==> src/rtl/x_pkt_rr_arbiter.sv <==
// x_pkt_rr_arbiter: packet-aware round-robin arbiter for one egress channel.
// The grant is locked from the first accepted beat of a packet until its last
// beat is accepted, so packets from different requesters never interleave.
// Optional build macro XARB_OUT_REG_EN: places a 2-entry skid buffer on the
// output, which gives 1-cycle latency while keeping full throughput.
module x_pkt_rr_arbiter #(
  parameter int unsigned N  = 4,
  parameter int unsigned DW = 16
) (
  input  logic                 clk,
  input  logic                 rstn,
  input  logic [N-1:0]         req_vld,
  input  logic [N*DW-1:0]      req_data,
  input  logic [N-1:0]         req_last,
  output logic [N-1:0]         req_rdy,
  output logic                 out_vld,
  output logic [DW-1:0]        out_data,
  output logic                 out_last,
  output logic [$clog2(N)-1:0] out_src,
  input  logic                 out_rdy,
  output logic                 busy
);

  localparam int unsigned SW = $clog2(N);
  localparam logic [SW-1:0] MAX_IDX = SW'(N - 1);

  typedef enum logic [1:0] {S_INIT, S_IDLE, S_LOCK} state_e;

  state_e        state_q;
  logic [SW-1:0] ptr_q;
  logic [SW-1:0] lock_q;
  logic          busy_q;

  logic          win_found;
  logic [SW-1:0] win_idx;
  int unsigned   cand;
  logic [SW-1:0] cidx;

  logic          grant_en;
  logic [SW-1:0] sel_idx;
  logic [SW-1:0] sel_nxt;
  logic          arb_vld;
  logic [DW-1:0] arb_data;
  logic          arb_last;
  logic [SW-1:0] arb_src;
  logic          arb_rdy;
  logic          xfer;

  // First valid requester at or above ptr_q, wrapping past N-1 to 0
  always_comb begin
    win_found = 1'b0;
    win_idx   = '0;
    cand      = 0;
    cidx      = '0;
    for (int unsigned i = 0; i < N; i++) begin
      cand = 32'(ptr_q) + i;
      if (cand >= N) cand = cand - N;
      cidx = cand[SW-1:0];
      if (!win_found && req_vld[cidx]) begin
        win_found = 1'b1;
        win_idx   = cidx;
      end
    end
  end

  // Select the visible requester: live winner in IDLE, locked source in LOCK
  always_comb begin
    grant_en = 1'b0;
    sel_idx  = '0;
    arb_vld  = 1'b0;
    case (state_q)
      S_IDLE: begin
        grant_en = win_found;
        sel_idx  = win_idx;
        arb_vld  = win_found;
      end
      S_LOCK: begin
        grant_en = 1'b1;
        sel_idx  = lock_q;
        arb_vld  = req_vld[lock_q];
      end
      default: ;
    endcase
    arb_data = arb_vld ? req_data[sel_idx*DW +: DW] : '0;
    arb_last = arb_vld & req_last[sel_idx];
    arb_src  = arb_vld ? sel_idx : '0;
    req_rdy  = '0;
    if (grant_en) req_rdy[sel_idx] = arb_rdy;
  end

  assign xfer    = arb_vld & arb_rdy;
  assign sel_nxt = (sel_idx == MAX_IDX) ? '0 : sel_idx + 1'b1;
  assign busy    = busy_q;

  // Arbitration FSM: lock on a non-last first beat, release and rotate on last
  always_ff @(posedge clk or negedge rstn) begin
    if (!rstn) begin
      state_q <= S_INIT;
      ptr_q   <= '0;
      lock_q  <= '0;
      busy_q  <= 1'b0;
    end else begin
      case (state_q)
        S_INIT: state_q <= S_IDLE;
        S_IDLE: begin
          if (xfer) begin
            if (arb_last) begin
              ptr_q <= sel_nxt;
            end else begin
              state_q <= S_LOCK;
              lock_q  <= sel_idx;
              busy_q  <= 1'b1;
            end
          end
        end
        S_LOCK: begin
          if (xfer && arb_last) begin
            state_q <= S_IDLE;
            ptr_q   <= sel_nxt;
            busy_q  <= 1'b0;
          end
        end
        default: state_q <= S_INIT;
      endcase
    end
  end

`ifdef XARB_OUT_REG_EN
  typedef struct packed {
    logic [SW-1:0] src;
    logic          last;
    logic [DW-1:0] data;
  } beat_t;

  beat_t       skid0_q;
  beat_t       skid1_q;
  beat_t       head;
  logic        wr_q;
  logic        rd_q;
  logic [1:0]  cnt_q;
  logic        push;
  logic        pop;

  // The arbiter sees "skid not full" as its ready, cutting the out_rdy -> req_rdy path
  assign arb_rdy  = (cnt_q != 2'd2);
  assign push     = xfer;
  assign pop      = out_vld & out_rdy;
  assign head     = rd_q ? skid1_q : skid0_q;
  assign out_vld  = (cnt_q != 2'd0);
  assign out_data = head.data;
  assign out_last = head.last;
  assign out_src  = head.src;

  // Two-entry ring buffer; push and pop in the same cycle sustain one beat per cycle
  always_ff @(posedge clk or negedge rstn) begin
    if (!rstn) begin
      skid0_q <= '0;
      skid1_q <= '0;
      wr_q    <= 1'b0;
      rd_q    <= 1'b0;
      cnt_q   <= '0;
    end else begin
      if (push) begin
        if (wr_q) skid1_q <= '{src: arb_src, last: arb_last, data: arb_data};
        else      skid0_q <= '{src: arb_src, last: arb_last, data: arb_data};
        wr_q <= ~wr_q;
      end
      if (pop) rd_q <= ~rd_q;
      case ({push, pop})
        2'b10:   cnt_q <= cnt_q + 2'd1;
        2'b01:   cnt_q <= cnt_q - 2'd1;
        default: ;
      endcase
    end
  end
`else
  assign arb_rdy  = out_rdy;
  assign out_vld  = arb_vld;
  assign out_data = arb_data;
  assign out_last = arb_last;
  assign out_src  = arb_src;
`endif

endmodule
==> config.mk <==
export PLATFORM = sky130hd
export DESIGN_NAME = x_pkt_rr_arbiter
export DESIGN_NICKNAME = d
export VERILOG_FILES = /design/src/rtl/x_pkt_rr_arbiter.sv
export SDC_FILE = /design/constraint.sdc
export NUM_CORES = 1
export LEC_CHECK = 0
export CORE_AREA = 2 2 71 73
export DETAILED_ROUTE_END_ITERATION = 7
export DIE_AREA = 0 0 73 75
export GPL_TIMING_DRIVEN = 0
export PLACE_DENSITY = 0.79
export SYNTH_ARGS = -nofsm -noshare
export SYNTH_HDL_FRONTEND = slang
export SYNTH_SLANG_ARGS = --single-unit
==> constraint.sdc <==
create_clock -name clk -period 2.3 [get_ports clk]
set_input_delay 0.345 -clock clk [delete_from_list [all_inputs] [get_ports clk]]
set_output_delay 0.345 -clock clk [all_outputs]
set_load 0.02 [all_outputs]
==> key figures <==
Run status
  – Status: finished with violations
  – Violated checks: setup timing

Timing
  – Setup Viol. Count Final: 28
  – Fin. max-slew vios: 0
  – Worst Tran Pin Value: 0.380 ns
  – Tcrit/Tclk final: 116%
  – Highest Clock Rate: 0.376 GHz
  – Min Tclk post-route: 2.66 ns
  – Hold WS: about 0.38 ns
  – Setup Skew: 0.00101 ns
  – Final Hold Fails: 0
  – Final WS setup: -0.358 ns
  – RSZ-0062 raised after global routing: true
  – Slew margin rel.: 74.6%
  – Setup TNS Final: -7.13 ns

Die
  – Die footprint: 0.00548 mm²
  – Die Span Y: 75 µm
  – Row cnt: 25
  – Die width: 73 µm
  – # IOs: 100
  – Initial Util: 31.8%
  – Placeable Area: 0.00466 mm²

Synthesis
  – Post-Synthesis Cells: 209
  – Sequential fraction of the synthesis area: 11.8%
  – Mapped Area: ~0.0015 mm²
  – Syn_area_per_cell: slightly above 7 µm²
  – Top_reg_cell synth: dfrtp_1
  – #FFs+latches synth: 7
  – Count of cell types in the netlist: 48
  – Post-synth ARST share: 100%
  – Number of flops mapped to enable cells by yosys: 0
  – Post-synth net total: 292
  – Synthesis Warnings: 0

Global routing
  – Number of global-route vias before repair: between 2,000 and 2,500
  – First-pass GRT wire length: roughly 9400 µm
  – GR Overflow Total: 0
  – Initial antenna violation count: 0
  – Largest net degree at the start of global routing: 12
  – All-Layer GR Usage: 21.2%

Critical path
  – Crit-path slowest cell: dfrtp_2
  – Reg-to-Reg End: lock_q[0]$_DFFE_PN0P_
  – WS Path Type: reg2out
  – CP required: 1.96 ns
  – Critical-path cell list: inv_2 -> ha_1 -> clkbuf_8 -> nand2_2 -> and2_1 -> buf_6 -> nor2_8 -> buf_6 -> nand2_1 -> a311oi_2 -> buf_4
  – WP data arrival: 2.31 ns
  – Maximum fanout along the worst path: 5
  – R2R depth: 10
  – CP startpoint: state_q[0]$_DFFE_PN0P_
  – CP endpoint kind: primary output
  – CP most frequent cell: buf_6
  – Critical Path End: out_data[6]
  – Worst r2r src: ptr_q[1]$_DFFE_PN0P_
  – CP startpoint kind: flop
  – Worst path max stage delay: 0.44 ns
  – Setup slack, reg-to-reg: -0.14 ns

Clocking
  – Clock Tree Root: clkbuf_8
  – H-Tree Depth: 1
  – Longest Clk Path Bufs: 2
  – Clock transition at path regs: 0.04 ns
  – Cts bufs inserted: 3
  – Worst-Skew Late Latency: around 0.23 ns
  – CTS sink cnt: 7
  – TritonCTS clock tree: yes
  – Hold_buf cts: 0

Power and ir drop
  – Pwr/cell area: 1250 mW/mm²
  – Tot Pwr: 4.33 mW
  – Leak pwr: 1.38 nW
  – Maximum vdd drop: about 1000 µV

Worst hold path
  – HP Class: in2async

Route
  – DRT Pass-1 Iters: 4
  – Vias post-DR: 2,201
  – # DRC: 0
  – Final Routed Wirelength: around 7000 µm
  – DRT iter0 DRCs: around 110
  – Vias per cell: 5.49
  – Final antenna-violating net count: 0
  – WL/cell: 17.0 µm

Finish
  – Final Net Count: around 430
  – N_diodes: 0
  – Commonest non-fill, non-tap cell in the layout: clkdlybuf4s50_1
  – Non-Filler Instances: 401
  – Share of cells above drive strength 1: between 40 and 50%
  – Final core occ: 74.1%
  – Most frequent cells in the layout: clkdlybuf4s50_1 (71), nand2_1 (36), buf_4 (36), buf_6 (24), nor2_1 (19)
  – Area delta synth->final: 133%

Placed design
  – # port buffers: 99
  – DP Cell Count: 362
  – Gpl congestion: 0.824
  – Post-DP HPWL: roughly 4200 µm

Job
  – Max cap viols: 0
cell usage after synthesis (2+ instances only):
| cell | instances | share of area, % |
|---|---|---|
| o21bai_1 | 2 | 1.0 |
| ha_1 | 8 | 6.8 |
| mux2_4 | 2 | 2.0 |
| o21ai_1 | 3 | 1.0 |
| nor2_1 | 23 | 5.8 |
| nand3b_1 | 16 | 8.1 |
| a21oi_1 | 5 | 1.7 |
| clkbuf_1 | 8 | 2.0 |
| o21ai_0 | 2 | 0.68 |
| buf_2 | 6 | 2.0 |
| inv_1 | 5 | 1.3 |
| dfrtp_1 | 7 | 12 |
| a311oi_1 | 16 | 9.5 |
| nand2_1 | 47 | 12 |
| nor3_1 | 3 | 1.0 |
| and2_1 | 5 | 2.1 |
| nand3_1 | 3 | 1.0 |
| o31a_1 | 16 | 9.5 |
| nor2b_1 | 2 | 0.84 |
| inv_2 | 2 | 0.51 |
registers in the layout, indices dropped and copies added, names as in the netlist:
register / flops
lock_q: 2
ptr_q: 2
busy: 1
state_q: 2
metrics by stage:
| step | setup WS (ns) | area (µm²) |
|---|---|---|
| 6_report | -0.358 | 3460 |
| 5_1_grt | -0.420 | 3460 |
| 4_1_cts | -0.273 | 3140 |
| 3_3_place_gp | -1.27 | 2750 |
| 3_5_place_dp | -1.26 | 2750 |
| 2_1_floorplan | -0.0383 | 1690 |
final cells by class:
| type | count | area [µm²] |
|---|---|---|
| plain buffers | 16 | 186 |
| clock buffers | 4 | 45.0 |
| fillers | 316 | 1200 |
| inverters | 8 | 47.5 |
| multi-input cells | 177 | 1600 |
| flip-flops and latches | 7 | 179 |
| well taps | 54 | 67.6 |
| repair buffers | 135 | 1330 |
logic make-up after synthesis:
logic type	synth area share (%)
AO/OA/AOI/OAI	32.6
multiplexers	4.98
adder cells (fa/ha/maj)	6.75
flip-flops	11.8
AND/OR/NAND/NOR	36.1
buffers and inverters	7.76
worst min path at each step:
stage | endpoint | slack [ns]
global placement | busy$_DFFE_PN0P_ | 0.52
floorplan | busy$_DFFE_PN0P_ | 0.05
CTS | state_q[0]$_DFFE_PN0P_ | 0.39
global route | state_q[1]$_DFFE_PN0P_ | 0.42
detailed placement | busy$_DFFE_PN0P_ | 0.52
finish | lock_q[0]$_DFFE_PN0P_ | 0.38
where the power goes:
group	total (mW)	internal (mW)	switching [mW]
clock	0.177	0.120	0.0566
combinational	3.90	1.95	1.95
sequential	0.256	0.179	0.0769
routing by layer:
layer | wire, µm | part of all wire [%] | GRT usage [%]
met3 | 545 | 8.0 | 4.15
met5 | 0 | 0 | 0
met2 | 3710 | 54 | 40.0
met1 | 2480 | 36 | 24.9
met4 | 97 | 1.4 | 3.70
worst max-delay path: cells and delay by family (launching register included):
kind	cells	cell delay [ns]
AOI/OAI and AO/OA	1	0.29
and+or+nand+nor	4	0.48
adders and majority gates	1	0.16
DFF	1	0.44
buffers and inverters	5	0.72
repair_timing:
action	CTS	global route
buffers inserted	20	16
setup endpoints to repair	31	29
gates cloned	1	1
gates resized for setup	187	51
hold endpoints to repair	0	0
pin swaps	24	13
Power figures use the tool's default switching activity.
